**src/rtl/core_sequencer_if.sv**
```systemverilog
// core_sequencer_if
// Bundles the sequencer's instruction-memory port and its decoder/datapath
// port.
//
// The signal names keep the core-side direction suffixes: _o is driven by
// the sequencer and _i is driven by the memory or decoder side.
//
//   imem_req_o / imem_addr_o       fetch request and address (= PC)
//   imem_rvalid_i / imem_rdata_i   fetch response
//   opcode_o / literal_o           IR fields, sent to the decoder and datapath
//   flags_o                        registered ZNCV, sent to the decoder
//   jump_i                         PC-load bit from the decoder
//   alu_flags_i / flags_we_i       ALU flag result and its write enable
//   exec_o                         one-cycle commit strobe
//
// Modports:
//   master  the sequencer side
//   slave   the memory/decoder side
interface core_sequencer_if #(
    parameter int PC_WIDTH    = 8,
    parameter int INSTR_WIDTH = 15
);
    logic                   imem_req_o;
    logic [PC_WIDTH-1:0]    imem_addr_o;
    logic                   imem_rvalid_i;
    logic [INSTR_WIDTH-1:0] imem_rdata_i;
    logic [6:0]             opcode_o;
    logic [7:0]             literal_o;
    logic [3:0]             flags_o;
    logic                   jump_i;
    logic [3:0]             alu_flags_i;
    logic                   flags_we_i;
    logic                   exec_o;

    modport master (
        output imem_req_o, imem_addr_o, opcode_o, literal_o, flags_o, exec_o,
        input  imem_rvalid_i, imem_rdata_i, jump_i, alu_flags_i, flags_we_i
    );

    modport slave (
        input  imem_req_o, imem_addr_o, opcode_o, literal_o, flags_o, exec_o,
        output imem_rvalid_i, imem_rdata_i, jump_i, alu_flags_i, flags_we_i
    );
endinterface

```
**src/rtl/core_sequencer.sv**
```systemverilog
// core_sequencer
// Fetch/decode/execute sequencer for the 8-bit core.
//
// It owns the PC, the instruction register and the ZNCV flag register.
// Each instruction is fetched over a request/valid port that allows a single
// outstanding request. The IR is then held for one DECODE cycle so that the
// external decoder can settle. Finally a one-cycle exec strobe commits the
// datapath and advances the PC.
//
// Ports:
//   clk_i          clock
//   rst_ni         synchronous active-low reset
//   run_i          run enable, sampled in IDLE and at the end of EXECUTE
//   bus            core_sequencer_if.master (memory port plus decoder port)
//   halted_o       core has executed HALT_OPCODE; only reset clears it
//   instr_count_o  retired-instruction counter (wraps at 16 bits)
module core_sequencer #(
    parameter int         PC_WIDTH    = 8,
    parameter int         INSTR_WIDTH = 15,
    parameter logic [6:0] HALT_OPCODE = 7'b1111111
) (
    input  logic               clk_i,
    input  logic               rst_ni,
    input  logic               run_i,
    core_sequencer_if.master   bus,
    output logic               halted_o,
    output logic [15:0]        instr_count_o
);

    typedef enum logic [2:0] {
        S_IDLE,
        S_FETCH,
        S_DECODE,
        S_EXECUTE,
        S_HALT
    } state_t;

    state_t                 state_q, state_d;
    logic [PC_WIDTH-1:0]    pc_q;
    logic [INSTR_WIDTH-1:0] ir_q;
    logic [3:0]             flags_q;
    logic [15:0]            cnt_q;

    logic ir_load;   // capture the fetch response this cycle
    logic commit;    // EXECUTE cycle: update PC, flags and counter
    logic req;
    logic halted;

    // State register
    always_ff @(posedge clk_i) begin
        if (!rst_ni) state_q <= S_IDLE;
        else         state_q <= state_d;
    end

    // Next-state logic and state-decoded outputs
    always_comb begin
        state_d = state_q;
        ir_load = 1'b0;
        commit  = 1'b0;
        req     = 1'b0;
        halted  = 1'b0;
        case (state_q)
            S_IDLE: begin
                if (run_i) state_d = S_FETCH;
            end
            S_FETCH: begin
                req = 1'b1;
                // rvalid is honoured only here. Stray responses in any
                // other state are dropped.
                if (bus.imem_rvalid_i) begin
                    ir_load = 1'b1;
                    state_d = S_DECODE;
                end
            end
            S_DECODE: begin
                if (bus.opcode_o == HALT_OPCODE) state_d = S_HALT;
                else                             state_d = S_EXECUTE;
            end
            S_EXECUTE: begin
                commit  = 1'b1;
                state_d = run_i ? S_FETCH : S_IDLE;
            end
            S_HALT: begin
                halted = 1'b1;
            end
            default: state_d = S_IDLE;
        endcase
    end

    // Architectural registers
    always_ff @(posedge clk_i) begin
        if (!rst_ni) begin
            pc_q    <= '0;
            ir_q    <= '0;
            flags_q <= '0;
            cnt_q   <= '0;
        end else begin
            if (ir_load) ir_q <= bus.imem_rdata_i;
            if (commit) begin
                // The jump target comes from the IR literal. The increment
                // wraps naturally at the PC width.
                pc_q  <= bus.jump_i ? PC_WIDTH'(bus.literal_o)
                                    : pc_q + PC_WIDTH'(1);
                cnt_q <= cnt_q + 16'd1;
                if (bus.flags_we_i) flags_q <= bus.alu_flags_i;
            end
        end
    end

    assign bus.imem_req_o  = req;
    assign bus.imem_addr_o = pc_q;
    assign bus.opcode_o    = ir_q[INSTR_WIDTH-1 -: 7];
    assign bus.literal_o   = ir_q[7:0];
    assign bus.flags_o     = flags_q;
    assign bus.exec_o      = commit;
    assign halted_o        = halted;
    assign instr_count_o   = cnt_q;

endmodule

```
**src/flat_wrapper.sv**
```systemverilog
// flat-port wrapper written by rule: the top's interface ports become plain ports
module core_sequencer_flat 
#(
    parameter int         PC_WIDTH    = 8,
    parameter int         INSTR_WIDTH = 15,
    parameter logic [6:0] HALT_OPCODE = 7'b1111111
)
  (clk_i, rst_ni, run_i, halted_o, instr_count_o, bus_imem_req_o, bus_imem_addr_o, bus_opcode_o, bus_literal_o, bus_flags_o, bus_exec_o, bus_imem_rvalid_i, bus_imem_rdata_i, bus_jump_i, bus_alu_flags_i, bus_flags_we_i);
  core_sequencer_if #(.PC_WIDTH(PC_WIDTH), .INSTR_WIDTH(INSTR_WIDTH)) bus_i ();
  input  logic clk_i;
  input  logic rst_ni;
  input  logic run_i;
  output logic halted_o;
  output logic [15:0] instr_count_o;
  output wire logic [$bits(bus_i.imem_req_o)-1:0] bus_imem_req_o;
  output wire logic [$bits(bus_i.imem_addr_o)-1:0] bus_imem_addr_o;
  output wire logic [$bits(bus_i.opcode_o)-1:0] bus_opcode_o;
  output wire logic [$bits(bus_i.literal_o)-1:0] bus_literal_o;
  output wire logic [$bits(bus_i.flags_o)-1:0] bus_flags_o;
  output wire logic [$bits(bus_i.exec_o)-1:0] bus_exec_o;
  input wire logic [$bits(bus_i.imem_rvalid_i)-1:0] bus_imem_rvalid_i;
  input wire logic [$bits(bus_i.imem_rdata_i)-1:0] bus_imem_rdata_i;
  input wire logic [$bits(bus_i.jump_i)-1:0] bus_jump_i;
  input wire logic [$bits(bus_i.alu_flags_i)-1:0] bus_alu_flags_i;
  input wire logic [$bits(bus_i.flags_we_i)-1:0] bus_flags_we_i;
  assign bus_imem_req_o = bus_i.imem_req_o;
  assign bus_imem_addr_o = bus_i.imem_addr_o;
  assign bus_opcode_o = bus_i.opcode_o;
  assign bus_literal_o = bus_i.literal_o;
  assign bus_flags_o = bus_i.flags_o;
  assign bus_exec_o = bus_i.exec_o;
  assign bus_i.imem_rvalid_i = bus_imem_rvalid_i;
  assign bus_i.imem_rdata_i = bus_imem_rdata_i;
  assign bus_i.jump_i = bus_jump_i;
  assign bus_i.alu_flags_i = bus_alu_flags_i;
  assign bus_i.flags_we_i = bus_flags_we_i;
  core_sequencer #(.PC_WIDTH(PC_WIDTH), .INSTR_WIDTH(INSTR_WIDTH), .HALT_OPCODE(HALT_OPCODE)) u_core (.clk_i(clk_i), .rst_ni(rst_ni), .run_i(run_i), .bus(bus_i), .halted_o(halted_o), .instr_count_o(instr_count_o));
endmodule
```
**config.mk**
```make
export PLATFORM = sky130hd
export DESIGN_NAME = core_sequencer_flat
export DESIGN_NICKNAME = d
export VERILOG_FILES = /design/src/rtl/core_sequencer_if.sv /design/src/rtl/core_sequencer.sv /design/src/flat_wrapper.sv
export SDC_FILE = /design/constraint.sdc
export NUM_CORES = 1
export LEC_CHECK = 0
export ABC_AREA = 1
export BUFFER_PORTS_ARGS = -buffer_cell sky130_fd_sc_hd__buf_2
export CAP_MARGIN = 25
export CORE_MARGIN = 2
export CORE_UTILIZATION = 32
export CTS_CLUSTER_DIAMETER = 150
export DETAILED_ROUTE_END_ITERATION = 8
export GPL_TIMING_DRIVEN = 0
export MAX_ROUTING_LAYER = met4
export PLACE_DENSITY = 0.66
export SYNTH_ARGS = -nofsm -noshare
export SYNTH_HDL_FRONTEND = slang
export SYNTH_SLANG_ARGS = --single-unit
```
**constraint.sdc**
```tcl
create_clock -name clk_i -period 2.6 [get_ports clk_i]
set_input_delay 0.52 -clock clk_i [delete_from_list [all_inputs] [get_ports clk_i]]
set_output_delay 0.52 -clock clk_i [all_outputs]
set_load 0.005 [all_outputs]
```
==> flow_summary.yaml, run 1 <==
yosys:
  avgSynthCellArea_um2: 6.86
  synthXorXnorAreaFrac_pct: 0.411
  synth.distinct_cells: 26
  seq_area_frac_synth_pct: 43.2
  yosysTopAreaCell: "dfxtp_1"
  synth_top_family_by_area: "simple AND/OR/NAND/NOR gates"
  synth-seq-cells: 46
  synthAdderAreaFrac_pct: 1.17
  syn_area_um2: 2130
  synth_compound_area_share_pct: 14.8
  synthMuxAreaShare_pct: 0
  ys_top_cells_by_area: "dfxtp_1, nand2_1, nor2_1"
  syn_inst: 311
  synthSimpleGateAreaFrac_pct: 32.1
  yosys_warnings: 0
  synth_top_cell_area_share_pct: 43.2
  syn_nets: 338
grt:
  grt_overflow: 0
  grt_pass1_vias: 1995
  grt_max_degree: 14
  grt_use_total_pct: 15.8
  grt_pass1_wl_um: 9110
  antenna_found_initial: 0
worst_setup_path:
  ff2ff_setup_slack_ns: 1.06
  reg2reg_to: "u_core.instr_count_o[6]"
  required_ns: 2.08
  arrival_ns: 1.53
  crit_start: "u_core.state_q[0]"
  cp-endpoint: "bus_exec_o"
  ff2ff_path_depth: 6
  crit_path_end_kind: "primary output"
  r2r_start: "u_core.instr_count_o[0]"
  path_max_fanout: 10
  crit_path_start_kind: "flip-flop"
  crit_type: "flip-flop to primary output"
hold_path:
  hold_path.class: "flip-flop to flip-flop"
finish:
  insertedDiodeCount: 0
  mostFrequentLayoutCells: "buf_2, nand2_1, nor2_1"
  drive_above_1_share_pct: 23.9
  syn_to_final_growth_pct: 25.9
  layout_commonest_cell: "buf_2"
  fin_nets: 415
  fin_cells: 466
  n_fill_cell: 686
clock_network:
  cts_resized: 0
  clk_latency_ns: 0.30
  numCtsBuffers: 5
  post-cts-setup-buffers: 0
  clkTransAtPathRegs_ns: 0.08
  cts_sinks: 46
  cts-root-buf: "clkbuf_8"
  h-tree-depth: 2
  cts_max_path_buffers: 2
  cts_hold_buffers: 0
  cts_tree: "built"
flow_run:
  max_cap_viol_count: 0
detailed_routing:
  avgViaCountPerCell: 4.73
  drc: 0
  first_pass_iters: 4
  ant_nets: 0
  routed_wl_um: 5490
  wire_per_inst_um: 11.8
  num_vias: 2206
  drt_iter0_drc: 77
sta:
  min_period_ns: 2.05
  fin_ws_ns: 0.549
  fin_setup_tns_ns: 0
  clock.fmax_mhz: 488
  final_max_slew_viol_count: 0
  relSlewSlack_pct: 67.3
  skew_ns: 0.00885
  worst_slew_pin_slew_ns: 0.491
  period_share_pct: 78.9
  rsz0062_at_grt: "no"
  hold_viol: 0
  setup_viol: 0
pwr:
  leakage_nw: 1.21
  p_per_area_nw_per_um2: 544
  vdd_drop_max_uv: 202
floorplan:
  die_x_um: 85.6
  initial_core_util_pct: 33.4
  die-area_um2: 7330
  rows: 29
  io_pins: 71
  core_um2: 6390
  die_y_um: 85.6
placed_design:
  port_buffers: 70
  place.gp.congestion: 0.856
  preCtsSetupSlack_ns: 0.862
  dp.cells: 458
  dpl.hpwl_um: 4070
outcome:
  status: "completed"
## critical path, stage by stage, from the launching register on
cell     delay, ns
dfxtp_1       0.46
nand2_2       0.10
nor2_4        0.22
buf_2         0.29
buf_2         0.16
## layer usage
metal  track usage (%)  share of wire, %  vias up
li1                  -                 -     1152
met1              19.4                45      985
met2              25.0                47       59
met3              3.46               5.3       10
met4              7.07               2.5        0
met5                 -                 0        -
## registers in the layout (all words and copies together) (netlist names)
signal,count
u_core.bus.flags_o,4
u_core.bus.imem_addr_o,8
u_core.instr_count_o,16
u_core.ir_q,15
u_core.state_q,3
## metrics by stage
step | cell area (um^2) | power (mW) | utilization, % | hold WS (ns)
after floorplan | 2130 | 0.871 | - | 0.450
after global placement | 2580 | 0.945 | 40.4 | 0.447
after detailed placement | 2580 | 0.948 | 40.4 | 0.454
after CTS | 2690 | 1.48 | 42.0 | 0.466
after global routing | 2690 | 1.53 | 42.0 | 0.472
final | 2690 | 1.46 | 42.0 | 0.463
## worst min-delay path by stage
| stage | from | to | depth (start not counted) |
|---|---|---|---|
| global route | bus_imem_rdata_i[10] | u_core.ir_q[10] | 3 |
| finish | u_core.bus.flags_o[3] | u_core.bus.flags_o[3] | 2 |
| global placement | u_core.bus.flags_o[2] | u_core.bus.flags_o[2] | 2 |
| CTS | bus_imem_rdata_i[3] | u_core.ir_q[3] | 3 |
| floorplan | u_core.ir_q[4] | u_core.ir_q[4] | 2 |
| detailed placement | u_core.bus.flags_o[3] | u_core.bus.flags_o[3] | 2 |
## cells by family (layout without fill, tap and decap cells)
group	count (synthesis)	after routing
AND/OR/NAND/NOR	159	159
AO/OA/AOI/OAI	61	61
flip-flops	46	46
buffers and inverters	42	120
adder cells (fa/ha/maj)	2	2
XOR/XNOR	1	1
## area by class of cell
cell class                 instances  area, um^2  area share, %
timing repair buffer              70         350           13.0
multi-input combinational        223        1030           38.5
sequential                        46         921           34.3
tap                               77        96.3           3.59
clock inverter                     1        30.0           1.12
inverter                          33         124           4.61
clock buffer                       7        76.3           2.84
buffer                             9        53.8           2.00
## power breakdown
group          leakage (nW)  switching, mW  internal, mW
Clock                0.0524          0.242         0.288
Sequential            0.373         0.0267         0.735
Combinational         0.780         0.0971        0.0727
## cell usage after synthesis
| cell | instances |
|---|---|
| inv_2 | 2 |
| nor2_1 | 56 |
| o21bai_1 | 1 |
| dfxtp_1 | 46 |
| nand3_1 | 17 |
| or2_2 | 1 |
| nand3_2 | 2 |
| nand4_1 | 5 |
| clkbuf_8 | 1 |
| clkbuf_1 | 4 |
| o21ai_0 | 32 |
| nand2_1 | 67 |
| a211oi_1 | 2 |
| buf_4 | 2 |
| nand2_2 | 2 |
| a21oi_1 | 24 |
| nand3b_1 | 1 |
| ha_1 | 2 |
| nor2_2 | 2 |
| a31oi_1 | 2 |
| nor2_4 | 2 |
| xor2_1 | 1 |
| buf_2 | 2 |
| nor3_2 | 1 |
| nor3_1 | 3 |
| inv_1 | 31 |
Power figures use the tool's default switching activity.
==> inputs of run 2 (changes only) <==
Settings changed: ABC_AREA 1 to 0.
Clock period 2.6 ns to 2 ns, I/O delays scaled along.
==> flow_summary.yaml, run 2 <==
outcome:
  status: "completed"
yosys:
  ys_top_cells_by_area: "dfxtp_1, nand2_1, a21oi_1"
  synth-async-reset-ratio_pct: 0
  seq_area_frac_synth_pct: 44.6
  synth-edff-count: 0
  yosys_warnings: 0
  synth_top_cell_area_share_pct: 44.6
  synth.distinct_cells: 41
  yosys_most_used_dff: "dfxtp_1"
  synth-seq-cells: 46
  yosysTopAreaCell: "dfxtp_1"
  syn_inst: 256
  synth_most_common_cell: "nand2_1"
  syn_nets: 283
  avgSynthCellArea_um2: 8.07
  yosys-top-cells-count: "nand2_1, dfxtp_1, a21oi_1"
  syn_area_um2: 2070
grt:
  grt_max_degree: 18
  grt_pass1_wl_um: 8860
  grt_overflow: 0
  antenna_found_initial: 0
  grt_pass1_vias: 1917
  grt_use_total_pct: 15.4
pwr:
  vdd_drop_max_uv: 282
  leakage_nw: 1.08
  p_per_area_nw_per_um2: 662
detailed_routing:
  wire_per_inst_um: 12.7
  routed_wl_um: 5180
  drt_iter0_drc: 64
  num_vias: 2036
  first_pass_iters: 4
  avgViaCountPerCell: 5.00
  ant_nets: 0
  drc: 0
placed_design:
  port_buffers: 69
  place.gp.congestion: 0.798
  dpl.hpwl_um: 3900
sta:
  relSlewSlack_pct: 64.0
  skew_ns: 0.00787
  worst_slew_pin_slew_ns: 0.540
  period_share_pct: 90.7
  fin_setup_tns_ns: 0
  clock.fmax_mhz: 551
  final_max_slew_viol_count: 0
  hold_viol: 0
  setup_viol: 0
  rsz0062_at_grt: "no"
  min_period_ns: 1.81
  worst_hold_slack_ns: 0.333
clock_network:
  cts_max_path_buffers: 2
  cts_resized: 0
  cts_tree: "built"
  clkTransAtPathRegs_ns: 0.08
  cts-root-buf: "clkbuf_8"
  h-tree-depth: 2
  numCtsBuffers: 5
  clk_latency_ns: 0.29
  cts_sinks: 46
  post-cts-setup-buffers: 0
  cts_hold_buffers: 0
floorplan:
  rows: 29
  die_y_um: 84.4
  die-area_um2: 7120
  initial_core_util_pct: 32.7
  core_um2: 6310
  die_x_um: 84.4
  io_pins: 71
worst_setup_path:
  required_ns: 1.60
  path_max_fanout: 17
  arrival_ns: 1.41
  crit_type: "flip-flop to primary output"
  crit_path_end_kind: "primary output"
  crit_path_start_kind: "flip-flop"
finish:
  insertedDiodeCount: 0
  layout_commonest_cell: "buf_2"
  fin_nets: 358
  mostFrequentLayoutCells: "buf_2, nand2_1, dfxtp_1"
  syn_to_final_growth_pct: 25.2
  largest_reg_flops: 16
  drive_above_1_share_pct: 25.8
flow_run:
  max_cap_viol_count: 0
hold_path:
  hold_path.class: "primary input to flip-flop"
-- run 2: cell types whose count changed in the layout (fill, tap and decap cells not counted), moves of 5 or more --
cell,delta
nand4_1,+5
xnor2_1,+6
o21ai_0,-26
nand2_1,-12
nand3_1,-5
nand2b_1,+7
nor2_1,-42
inv_1,-27
mux2i_1,+5
-- run 2: layer usage --
metal  global-route usage [%]  part of all wire (%)  vias up
met4                     3.46                   1.0        0
li1                         -                     -     1040
met3                     3.24                   4.4        5
met5                        -                     0        -
met2                     25.0                    47       56
met1                     19.8                    48      935
-- run 2: power breakdown --
group / total (mW) / internal, mW / switching, mW
Combinational: 0.186 / 0.0805 / 0.105
Sequential: 0.964 / 0.941 / 0.0234
Clock: 0.562 / 0.267 / 0.295
Total: 1.71 / 1.29 / 0.424
-- run 2: final cells by class --
class                      instances  area [um^2]
multi-input combinational        191         1060
clock buffer                       6         82.6
timing repair buffer              69          345
tap                               77         96.3
buffer                            13         61.3
sequential                        46          921
fill                             678         3730
inverter                           5         18.8
-- run 2: worst max-delay path, stage by stage, from the launching register on --
cell and delay [ns]:
dfxtp_1 0.37, nand3b_2 0.28, inv_2 0.29, buf_2 0.18
-- run 2: worst paths after layout --
check | from | endpoint | slack (ns) | cells past startpoint
max reg2reg | u_core.state_q[2] | u_core.bus.imem_addr_o[7] | 0.29 | 5
min reg2reg | u_core.bus.flags_o[2] | u_core.bus.flags_o[2] | 0.46 | 2
max | u_core.state_q[2] | bus_exec_o | 0.19 | 3
min | bus_imem_rdata_i[13] | u_core.ir_q[13] | 0.33 | 3
-- run 2: cells by family (layout without fill, tap and decap cells) --
family,after synthesis,after routing,synth area share [%]
simple gates,122,122,28.7
compound gates,52,52,14.8
xor+xnor,10,10,4.24
flops,46,46,44.6
buf+inv,19,93,4.06
fa+ha+maj,2,2,1.21
mux,5,5,2.42
-- run 2: stage by stage --
stage / setup slack [ns] / instances / total power [mW] / area (um^2) / utilization, %
after CTS: 0.154 / 407 / 1.74 / 2590 / 41.0
after global routing: 0.0699 / 407 / 1.80 / 2590 / 41.0
after detailed placement: 0.120 / 402 / 1.17 / 2510 / 39.7
after global placement: 0.135 / 402 / 1.17 / 2510 / 39.7
after floorplan: 0.549 / 256 / 1.09 / 2070 / -
final: 0.185 / 407 / 1.71 / 2590 / 41.0
